**src/rtl/mem_access_if.sv**
```systemverilog
// mem_access_if
// Data-memory bus between the memory-access stage (master) and the data
// memory or its interconnect (slave). Request/grant for the address phase,
// rvalid for the read-data phase.
//   req    master->slave  bus request
//   we     master->slave  1 = write
//   addr   master->slave  word-aligned byte address
//   be     master->slave  byte enables (zero for reads)
//   wdata  master->slave  lane-replicated write data
//   gnt    slave->master  request accepted this cycle
//   rvalid slave->master  read data valid
//   rdata  slave->master  read data
interface mem_access_if;
  logic        req;
  logic        we;
  logic [31:0] addr;
  logic [3:0]  be;
  logic [31:0] wdata;
  logic        gnt;
  logic        rvalid;
  logic [31:0] rdata;

  modport master (
    output req, we, addr, be, wdata,
    input  gnt, rvalid, rdata
  );

  modport slave (
    input  req, we, addr, be, wdata,
    output gnt, rvalid, rdata
  );
endinterface

```
**src/rtl/mem_access.sv**
```systemverilog
// mem_access
// Memory-access stage of the five-stage pipeline. Takes the EX/MEM register
// contents, runs loads and stores over the data-memory bus, stalls upstream
// while an access is outstanding, aligns/extends load data and registers the
// selected writeback value into the MEM/WB register.
// Ports:
//   clk, reset              pipeline clock, asynchronous active-low reset
//   *_in                    EX/MEM register fields
//   dmem                    data-memory bus (master side)
//   mem_forward             exec_in passed straight through for forwarding
//   stall_out               holds IF/ID/EX while an access is in flight
//   valid_out .. misaligned_out  MEM/WB register
module mem_access (
  input  logic               clk,
  input  logic               reset,
  input  logic               valid_in,
  input  logic               rd_write_enable_in,
  input  logic [4:0]         rd_write_addr_in,
  input  logic [1:0]         res_src_in,
  input  logic               mem_write_enable_in,
  input  logic [2:0]         mem_width_in,
  input  logic [31:0]        exec_in,
  input  logic [31:0]        mem_write_data_in,
  input  logic [31:0]        next_pc_in,
  mem_access_if.master       dmem,
  output logic [31:0]        mem_forward,
  output logic               stall_out,
  output logic               valid_out,
  output logic               rd_write_enable_out,
  output logic [4:0]         rd_write_addr_out,
  output logic [31:0]        wb_data_out,
  output logic               misaligned_out
);

  typedef enum logic {IDLE, WAIT_RSP} state_t;

  state_t      state_reg;
  logic [1:0]  lane_reg;
  logic [2:0]  width_reg;

  logic        is_store;
  logic        access;
  logic        width_illegal;
  logic        addr_bad;
  logic        misaligned;
  logic        req;
  logic [7:0]  load_byte;
  logic [15:0] load_half;
  logic [31:0] load_data;
  logic [31:0] wb_next;

  assign is_store    = mem_write_enable_in;
  assign mem_forward = exec_in;

  always_comb begin
    access = valid_in && (res_src_in == 2'b01 || mem_write_enable_in);

    // BU/HU only exist as loads; 011/110/111 are not defined at all.
    unique case (mem_width_in)
      3'b000, 3'b001, 3'b010: width_illegal = 1'b0;
      3'b100, 3'b101:         width_illegal = is_store;
      default:                width_illegal = 1'b1;
    endcase

    // Low two width bits give the access size for every legal encoding.
    unique case (mem_width_in[1:0])
      2'b01:   addr_bad = exec_in[0];
      2'b10:   addr_bad = (exec_in[1:0] != 2'b00);
      default: addr_bad = 1'b0;
    endcase

    misaligned = access && (width_illegal || addr_bad);
  end

  // Request is only raised from IDLE; bad accesses never reach the bus.
  assign req = reset && (state_reg == IDLE) && access && !misaligned;

  assign dmem.req  = req;
  assign dmem.we   = is_store;
  assign dmem.addr = {exec_in[31:2], 2'b00};

  always_comb begin
    dmem.be = 4'b0000;
    if (is_store) begin
      unique case (mem_width_in[1:0])
        2'b00:   dmem.be = 4'b0001 << exec_in[1:0];
        2'b01:   dmem.be = 4'b0011 << exec_in[1:0];
        default: dmem.be = 4'b1111;
      endcase
    end
  end

  always_comb begin
    unique case (mem_width_in[1:0])
      2'b00:   dmem.wdata = {4{mem_write_data_in[7:0]}};
      2'b01:   dmem.wdata = {2{mem_write_data_in[15:0]}};
      default: dmem.wdata = mem_write_data_in;
    endcase
  end

  // A granted store finishes in the request cycle; a granted load still
  // has to wait for its data, so it stalls regardless of gnt.
  always_comb begin
    if (state_reg == WAIT_RSP)
      stall_out = !dmem.rvalid;
    else
      stall_out = req && (!is_store || !dmem.gnt);
  end

  // Load extraction uses the lane/width captured at grant time.
  always_comb begin
    unique case (lane_reg)
      2'd0:    load_byte = dmem.rdata[7:0];
      2'd1:    load_byte = dmem.rdata[15:8];
      2'd2:    load_byte = dmem.rdata[23:16];
      default: load_byte = dmem.rdata[31:24];
    endcase
    load_half = lane_reg[1] ? dmem.rdata[31:16] : dmem.rdata[15:0];

    unique case (width_reg)
      3'b000:  load_data = {{24{load_byte[7]}}, load_byte};
      3'b001:  load_data = {{16{load_half[15]}}, load_half};
      3'b100:  load_data = {24'h000000, load_byte};
      3'b101:  load_data = {16'h0000, load_half};
      default: load_data = dmem.rdata;
    endcase
  end

  // Load data is only meaningful on the rvalid cycle; a misaligned load
  // retires with zero data.
  always_comb begin
    unique case (res_src_in)
      2'b00:   wb_next = exec_in;
      2'b01:   wb_next = (state_reg == WAIT_RSP) ? load_data : 32'h0;
      2'b10:   wb_next = next_pc_in;
      default: wb_next = 32'h0;
    endcase
  end

  always_ff @(posedge clk or negedge reset) begin
    if (!reset) begin
      state_reg           <= IDLE;
      lane_reg            <= 2'b00;
      width_reg           <= 3'b000;
      valid_out           <= 1'b0;
      rd_write_enable_out <= 1'b0;
      rd_write_addr_out   <= 5'd0;
      wb_data_out         <= 32'h0;
      misaligned_out      <= 1'b0;
    end else begin
      unique case (state_reg)
        IDLE: begin
          if (req && dmem.gnt && !is_store) begin
            state_reg <= WAIT_RSP;
            lane_reg  <= exec_in[1:0];
            width_reg <= mem_width_in;
          end
        end
        default: begin
          if (dmem.rvalid)
            state_reg <= IDLE;
        end
      endcase

      if (stall_out) begin
        valid_out           <= 1'b0;
        rd_write_enable_out <= 1'b0;
        rd_write_addr_out   <= 5'd0;
        wb_data_out         <= 32'h0;
        misaligned_out      <= 1'b0;
      end else begin
        valid_out           <= valid_in;
        rd_write_enable_out <= rd_write_enable_in && !misaligned;
        rd_write_addr_out   <= rd_write_addr_in;
        wb_data_out         <= wb_next;
        misaligned_out      <= misaligned;
      end
    end
  end

endmodule

```
**src/flat_wrapper.sv**
```systemverilog
// flat-port wrapper written by rule: the top's interface ports become plain ports
module mem_access_flat 
  (clk, reset, valid_in, rd_write_enable_in, rd_write_addr_in, res_src_in, mem_write_enable_in, mem_width_in, exec_in, mem_write_data_in, next_pc_in, mem_forward, stall_out, valid_out, rd_write_enable_out, rd_write_addr_out, wb_data_out, misaligned_out, dmem_req, dmem_we, dmem_addr, dmem_be, dmem_wdata, dmem_gnt, dmem_rvalid, dmem_rdata);
  mem_access_if dmem_i ();
  input  logic clk;
  input  logic reset;
  input  logic valid_in;
  input  logic rd_write_enable_in;
  input  logic [4:0] rd_write_addr_in;
  input  logic [1:0] res_src_in;
  input  logic mem_write_enable_in;
  input  logic [2:0] mem_width_in;
  input  logic [31:0] exec_in;
  input  logic [31:0] mem_write_data_in;
  input  logic [31:0] next_pc_in;
  output logic [31:0] mem_forward;
  output logic stall_out;
  output logic valid_out;
  output logic rd_write_enable_out;
  output logic [4:0] rd_write_addr_out;
  output logic [31:0] wb_data_out;
  output logic misaligned_out;
  output wire logic [$bits(dmem_i.req)-1:0] dmem_req;
  output wire logic [$bits(dmem_i.we)-1:0] dmem_we;
  output wire logic [$bits(dmem_i.addr)-1:0] dmem_addr;
  output wire logic [$bits(dmem_i.be)-1:0] dmem_be;
  output wire logic [$bits(dmem_i.wdata)-1:0] dmem_wdata;
  input wire logic [$bits(dmem_i.gnt)-1:0] dmem_gnt;
  input wire logic [$bits(dmem_i.rvalid)-1:0] dmem_rvalid;
  input wire logic [$bits(dmem_i.rdata)-1:0] dmem_rdata;
  assign dmem_req = dmem_i.req;
  assign dmem_we = dmem_i.we;
  assign dmem_addr = dmem_i.addr;
  assign dmem_be = dmem_i.be;
  assign dmem_wdata = dmem_i.wdata;
  assign dmem_i.gnt = dmem_gnt;
  assign dmem_i.rvalid = dmem_rvalid;
  assign dmem_i.rdata = dmem_rdata;
  mem_access u_core (.clk(clk), .reset(reset), .valid_in(valid_in), .rd_write_enable_in(rd_write_enable_in), .rd_write_addr_in(rd_write_addr_in), .res_src_in(res_src_in), .mem_write_enable_in(mem_write_enable_in), .mem_width_in(mem_width_in), .exec_in(exec_in), .mem_write_data_in(mem_write_data_in), .next_pc_in(next_pc_in), .dmem(dmem_i), .mem_forward(mem_forward), .stall_out(stall_out), .valid_out(valid_out), .rd_write_enable_out(rd_write_enable_out), .rd_write_addr_out(rd_write_addr_out), .wb_data_out(wb_data_out), .misaligned_out(misaligned_out));
endmodule
```
**config.mk**
```make
export PLATFORM = sky130hd
export DESIGN_NAME = mem_access_flat
export DESIGN_NICKNAME = d
export VERILOG_FILES = /design/src/rtl/mem_access_if.sv /design/src/rtl/mem_access.sv /design/src/flat_wrapper.sv
export SDC_FILE = /design/constraint.sdc
export NUM_CORES = 1
export LEC_CHECK = 0
export CORE_ASPECT_RATIO = 0.8
export CORE_MARGIN = 5
export CORE_UTILIZATION = 35
export CTS_CLUSTER_DIAMETER = 200
export CTS_CLUSTER_SIZE = 25
export DETAILED_ROUTE_END_ITERATION = 7
export PLACE_DENSITY = 0.94
export REMOVE_ABC_BUFFERS = 1
export SLEW_MARGIN = 20
export SYNTH_ARGS = -nofsm -noshare
export SYNTH_HDL_FRONTEND = slang
export SYNTH_SLANG_ARGS = --single-unit
```
**constraint.sdc**
```tcl
create_clock -name clk -period 2.13 [get_ports clk]
set_input_delay 0.3195 -clock clk [delete_from_list [all_inputs] [get_ports clk]]
set_output_delay 0.3195 -clock clk [all_outputs]
set_load 0.01 [all_outputs]
```
# == Word-level counts from Yosys, hierarchy flattened ==
# Index checks and enable logic that the tools add are counted.
# Widths: inputs -> output; s select.
# classes
n_eq_ne,13
shift,2
mux,19
bitwise_logic,1
n_reduce_logical,25
# op_table
operator,n
$pmux 32 s4,1
$pmux 32 s3,1
$mux 32,2
$pmux 32 s2,1
$pmux 8 s3,1
$mux 16,1
$eq 3x3->1 const B,4
$logic_and 1x1->1,9
$pmux 4 s2,1
$mux 1,7
$eq 2x1->1 const B,3
$eq 2x2->1 const B,3
$eq 3x1->1 const B,2
$logic_not 2->1,3
$logic_not 3->1,2
$mux 5,1
$logic_not 1->1,4
$mux 4,1
$pmux 1 s2,2
$shl 1x2->4 const A,1
$shl 2x2->4 const A,1
$eq 3x2->1 const B,1
$logic_or 1x1->1,3
$reduce_or 3->1,1
other kinds (4),4
# word_totals
register_bits,46
in_bits,145
out_inout_bits,143
wordCells,68

# == Depth between registers and ports, before layout ==
# logic_depth
ltp_word,11
ltp_mapped,8
mapped_depth_nobuf,6

# == Least setup slack after synthesis ==
# OpenSTA, ideal clock, no wires.
# synth_path
path_kind,input port to output port
from,in mem_width_in[0]
to,out stall_out
arrival_ns,1.512
required_time_ns,1.811
slack_ns,0.299
path_stages,7
path_buffers,2
cell_sequence,inv_1 -> ha_1 -> buf_4 -> or2_4 -> o21ai_4 -> o31ai_4 -> buf_2
# synth_between
elab_chain_cells,9
word_cells_on_any_way,17
cone_classes,eq/ne: 6; mux: 3; reduce/logical: 8
# synth_rtl
element,line_no,source
from (decl),flat_wrapper.sv:12,input logic [2:0] mem_width_in;
$eq 3x1->1 (tied with other cells),mem_access.sv:59,unique case (mem_width_in)
$reduce_or 3->1 or $reduce_or 2->1 (tied branches),mem_access.sv:59,
$pmux 1 s2,mem_access.sv:59,
$logic_or 1x1->1 *,mem_access.sv:72,misaligned = access && (width_illegal || addr_bad);
$logic_and 1x1->1 *,mem_access.sv:72,
$logic_not 1->1 *,mem_access.sv:76,assign req = reset && (state_reg == IDLE) && access && !misaligned;
$logic_and 1x1->1 *,mem_access.sv:76,
$logic_and 1x1->1 *,mem_access.sv:107,stall_out = req && (!is_store || !dmem.gnt);
$mux 1 *,mem_access.sv:104,if (state_reg == WAIT_RSP)
to (decl),flat_wrapper.sv:17,output logic stall_out;
# Mark *: on every way between the ends. The rest lies on a longest branch, timed or not.

# == Final worst setup path ==
# layout_path
from,in res_src_in[0]
to,reg u_core.wb_data_out[21]
# layout_between
elab_chain_cells,9
word_cells_on_any_way,13
cone_classes,eq/ne: 2; mux: 3; reduce/logical: 8
# layout_rtl
element,line_no,source
from (decl),flat_wrapper.sv:10,input logic [1:0] res_src_in;
$eq 2x1->1,"mem_access.sv:56, mem_access.sv:132",
$logic_or 1x1->1,mem_access.sv:56,access = valid_in && (res_src_in == 2'b01 || mem_write_enable_in);
$logic_and 1x1->1,mem_access.sv:56,
$logic_and 1x1->1,mem_access.sv:72,
$logic_not 1->1,mem_access.sv:76,
$logic_and 1x1->1,mem_access.sv:76,
$logic_and 1x1->1,mem_access.sv:107,
$mux 1,mem_access.sv:104,
$mux 32 *,mem_access.sv:165,if (stall_out) begin
to (signal assigned),mem_access.sv:175,wb_data_out <= wb_next;
to (decl),mem_access.sv:31,"output logic [31:0] wb_data_out,"
# Marked as above.
# A chain may end at the register's enable or synchronous reset.

==> key figures <==
GRT
  • Initial antenna violation count: 1
  • Total gr overflow: 0
  • First-pass GRT wire length: 25200 µm
  • Vias in the first global route: 4318
  • Pin count of the biggest net entering global routing: 47
  • Global Route Usage Sum: 23.5%

Synth
  • Post-Synth Adder-Cell Area: 0.953%
  • Cells after Synth: 457
  • FF+latch count, synth: 46
  • Mux cell area share after synthesis: 15.2%
  • YS warnings: 0
  • Top_reg_cell synth: dfrtp_1
  • Top-area cell type share of the netlist area: 29.2%
  • Seq/Total Area, Yosys: 29.2%
  • Cell taking the most area after synthesis: dfrtp_1
  • Post-synth EDFFs: 0
  • Synthesized area per cell: 8.62 µm²
  • Synth top area cells: dfrtp_1, buf_4, mux2i_1, nor2_1, a21oi_1
  • Number of library cell types mapped by synthesis: 50
  • Synth Area in Simple Gates: 13.4%
  • Post-Syn Area: 0.00394 mm²
  • Largest family of logic cells by synthesized area: compound AO/OA/AOI/OAI gates
  • Post-synthesis xor/xnor area fraction: 0%
  • Ys async rst share: 100%
  • Post-synthesis compound-gate area fraction: 21.8%

STA
  • Final min period: 2.10 ns
  • Max-slew violations: 0
  • Final hold slack: 0.151 ns
  • Fmax: 476 MHz
  • RSZ-0062 raised after global routing: yes
  • Final Setup Violations: 0
  • Final Hold Viols: 0
  • Slew @ Worst Pin: 0.663 ns
  • Max_slew headroom: 55.8%
  • Part of the cycle the worst path needs: 98.7%
  • Max Clock Skew: 0.00433 ns
  • Fin Setup TNS: 0 ns

Clock tree
  • CTS tree: built
  • CTS Sinks: 46
  • Worst-path clk slew: 0.06 ns
  • Post-CTS Hold Fix Bufs: 0
  • CTS max path bufs: 2
  • Worst skew pair latency: 0.28 ns
  • CTS Root Buffer Type: clkbuf_16
  • H-tree level count: 2
  • Num CTS Buffers: 5

Hold path
  • Tightest Hold Check Type: primary input to async pin

Critical path
  • Crit path cell chain: clkdlybuf4s50_1 -> nor2b_4 -> o2111ai_2 -> o31ai_4 -> buf_4 -> buf_4 -> a211oi_1
  • Most numerous cell on the critical path: buf_4
  • Crit path arrival time: 2.26 ns
  • Crit Path Class: primary input to flop
  • Startpoint Class: primary input
  • CP Buf/Inv Count: 3
  • Crit. End Element: flop
  • CP top delay family: buffers and inverters
  • Slowest cell on the critical path: clkdlybuf4s50_1
  • Critical Path Max Stage Delay: 0.50 ns
  • Critical Path Fanout Max: 21
  • Req. time, crit path: 2.29 ns

Detailed routing
  • 1st-iter DRT viols: 298
  • Drt via density: 5.20
  • Aggregate routed wire length: 16900 µm
  • Wire per inst: 20.2 µm
  • # DRC: 0
  • Post-route antenna net violation count: 0
  • Via Count: 4330
  • Router iterations before antenna repair: 5

Final layout
  • Commonest cells after routing, fill and taps aside: clkdlybuf4s50_1, nor2_1, dfrtp_1
  • Area growth, synth to finish: 72.0%
  • Final std cells w/o fill: 833
  • Nets: 835
  • Ratio of cells with drive above 1 in the final layout: 12.5%
  • Leading cell type in the layout, fill and taps excluded: clkdlybuf4s50_1
  • Largest register FFs: 32
  • Fill cell count: 913

Placed design
  • Hpwl dp: 13800 µm
  • GP Congestion: 0.893
  • Port bufs: 285
  • Placed Instances: 823

Floorplan
  • Count of boundary I/O pins: 288
  • Die Ht: 105 µm
  • Chip Width: 129 µm
  • Die Area: 0.0135 mm²
  • Starting density of the core: 36.0%
  • Core area: 0.0109 mm²
  • Row cnt: 34

Power and ir drop
  • Max VDD drop: 352 µV
  • Power per Cell Area: 474 mW/mm²
  • Leak Pwr: 0.00292 µW
  • Total power: 3210 µW

Run status
  • Status: finished, final reports clean

Job
  • Maxcap violations: 0
## logic make-up after synthesis
| family | after synthesis |
|---|---|
| fa+ha+maj | 3 |
| buf+inv | 118 |
| flops | 46 |
| simple gates | 107 |
| other cells | 1 |
| mux | 57 |
| compound gates | 125 |
## worst reg2reg max path, delay by kind of cell (launching register included)
kind | cells | cell delay (ns)
buffers and inverters | 2 | 0.60
AOI/OAI and AO/OA | 3 | 0.65
DFF | 1 | 0.39
and+or+nand+nor | 1 | 0.22
## metal layers
metal	vias up	GRT usage, %	wire [µm]
li1	2030	-	-
met1	2078	31.2	6840
met2	202	40.0	8580
met3	20	4.13	1120
met4	0	4.80	312
met5	-	0	0
## timing repair
action                     in CTS  in global routing
buffers inserted                0                  1
pin swaps                       2                  1
resized for setup              44                  7
setup endpoints to repair      49                 29
gates cloned                    0                  0
## synth_stat cells, types with 8 or more instances
| library cell | count |
|---|---|
| a211oi_1 | 16 |
| a21oi_1 | 31 |
| a22o_1 | 8 |
| a22oi_1 | 9 |
| buf_2 | 11 |
| buf_4 | 77 |
| clkbuf_1 | 12 |
| dfrtp_1 | 46 |
| inv_1 | 12 |
| mux2_2 | 12 |
| mux2i_1 | 44 |
| nand2_1 | 24 |
| nor2_1 | 46 |
| nor2b_1 | 9 |
| o211ai_1 | 9 |
| o21ai_0 | 15 |
| o22ai_1 | 15 |
## stage by stage
stage | util, % | setup slack (ns) | instance area (µm²)
2_1_floorplan | - | -0.271 | 3230
3_3_place_gp | 60.2 | -0.554 | 6590
3_5_place_dp | 60.2 | -0.614 | 6590
4_1_cts | 61.7 | 0.0231 | 6750
5_1_grt | 61.9 | -0.00850 | 6770
6_report | 61.9 | 0.0282 | 6770
## path summary, 6_finish.rpt
kind / from / endpoint / slack, ns / cells after the start
setup / recovery: res_src_in[0] / u_core.wb_data_out[21]$_DFF_PN0_ / 0.03 / 7
hold / removal: reset / u_core.misaligned_out$_DFF_PN0_ / 0.15 / 2
setup reg to reg: u_core.state_reg$_DFF_PN0_ / u_core.wb_data_out[21]$_DFF_PN0_ / 0.15 / 6
hold reg to reg: u_core.width_reg[2]$_DFFE_PN0P_ / u_core.width_reg[2]$_DFFE_PN0P_ / 0.58 / 1
max in group asynchronous: reset / u_core.wb_data_out[10]$_DFF_PN0_ / 1.58 / 2
min in group clk: mem_width_in[0] / u_core.width_reg[0]$_DFFE_PN0P_ / 0.48 / 4
## report_power, final
group	internal, µW	switching, µW	leakage (µW)
registers	946	48.5	0.000588
clock network	435	334	0.0000698
logic	794	655	0.00227
total	2180	1040	0.00292
## layout make-up
cell class	count	area [µm²]	share of cell area, %
inverter	13	48.8	0.720
multi-input combinational	294	2080	30.7
tap	144	180	2.66
timing repair buffer	327	3160	46.7
clock buffer	5	125	1.85
antenna	1	2.50	0.0369
sequential	46	1150	17.0
clock inverter	3	21.3	0.314
(Power assumes the default switching activity.)
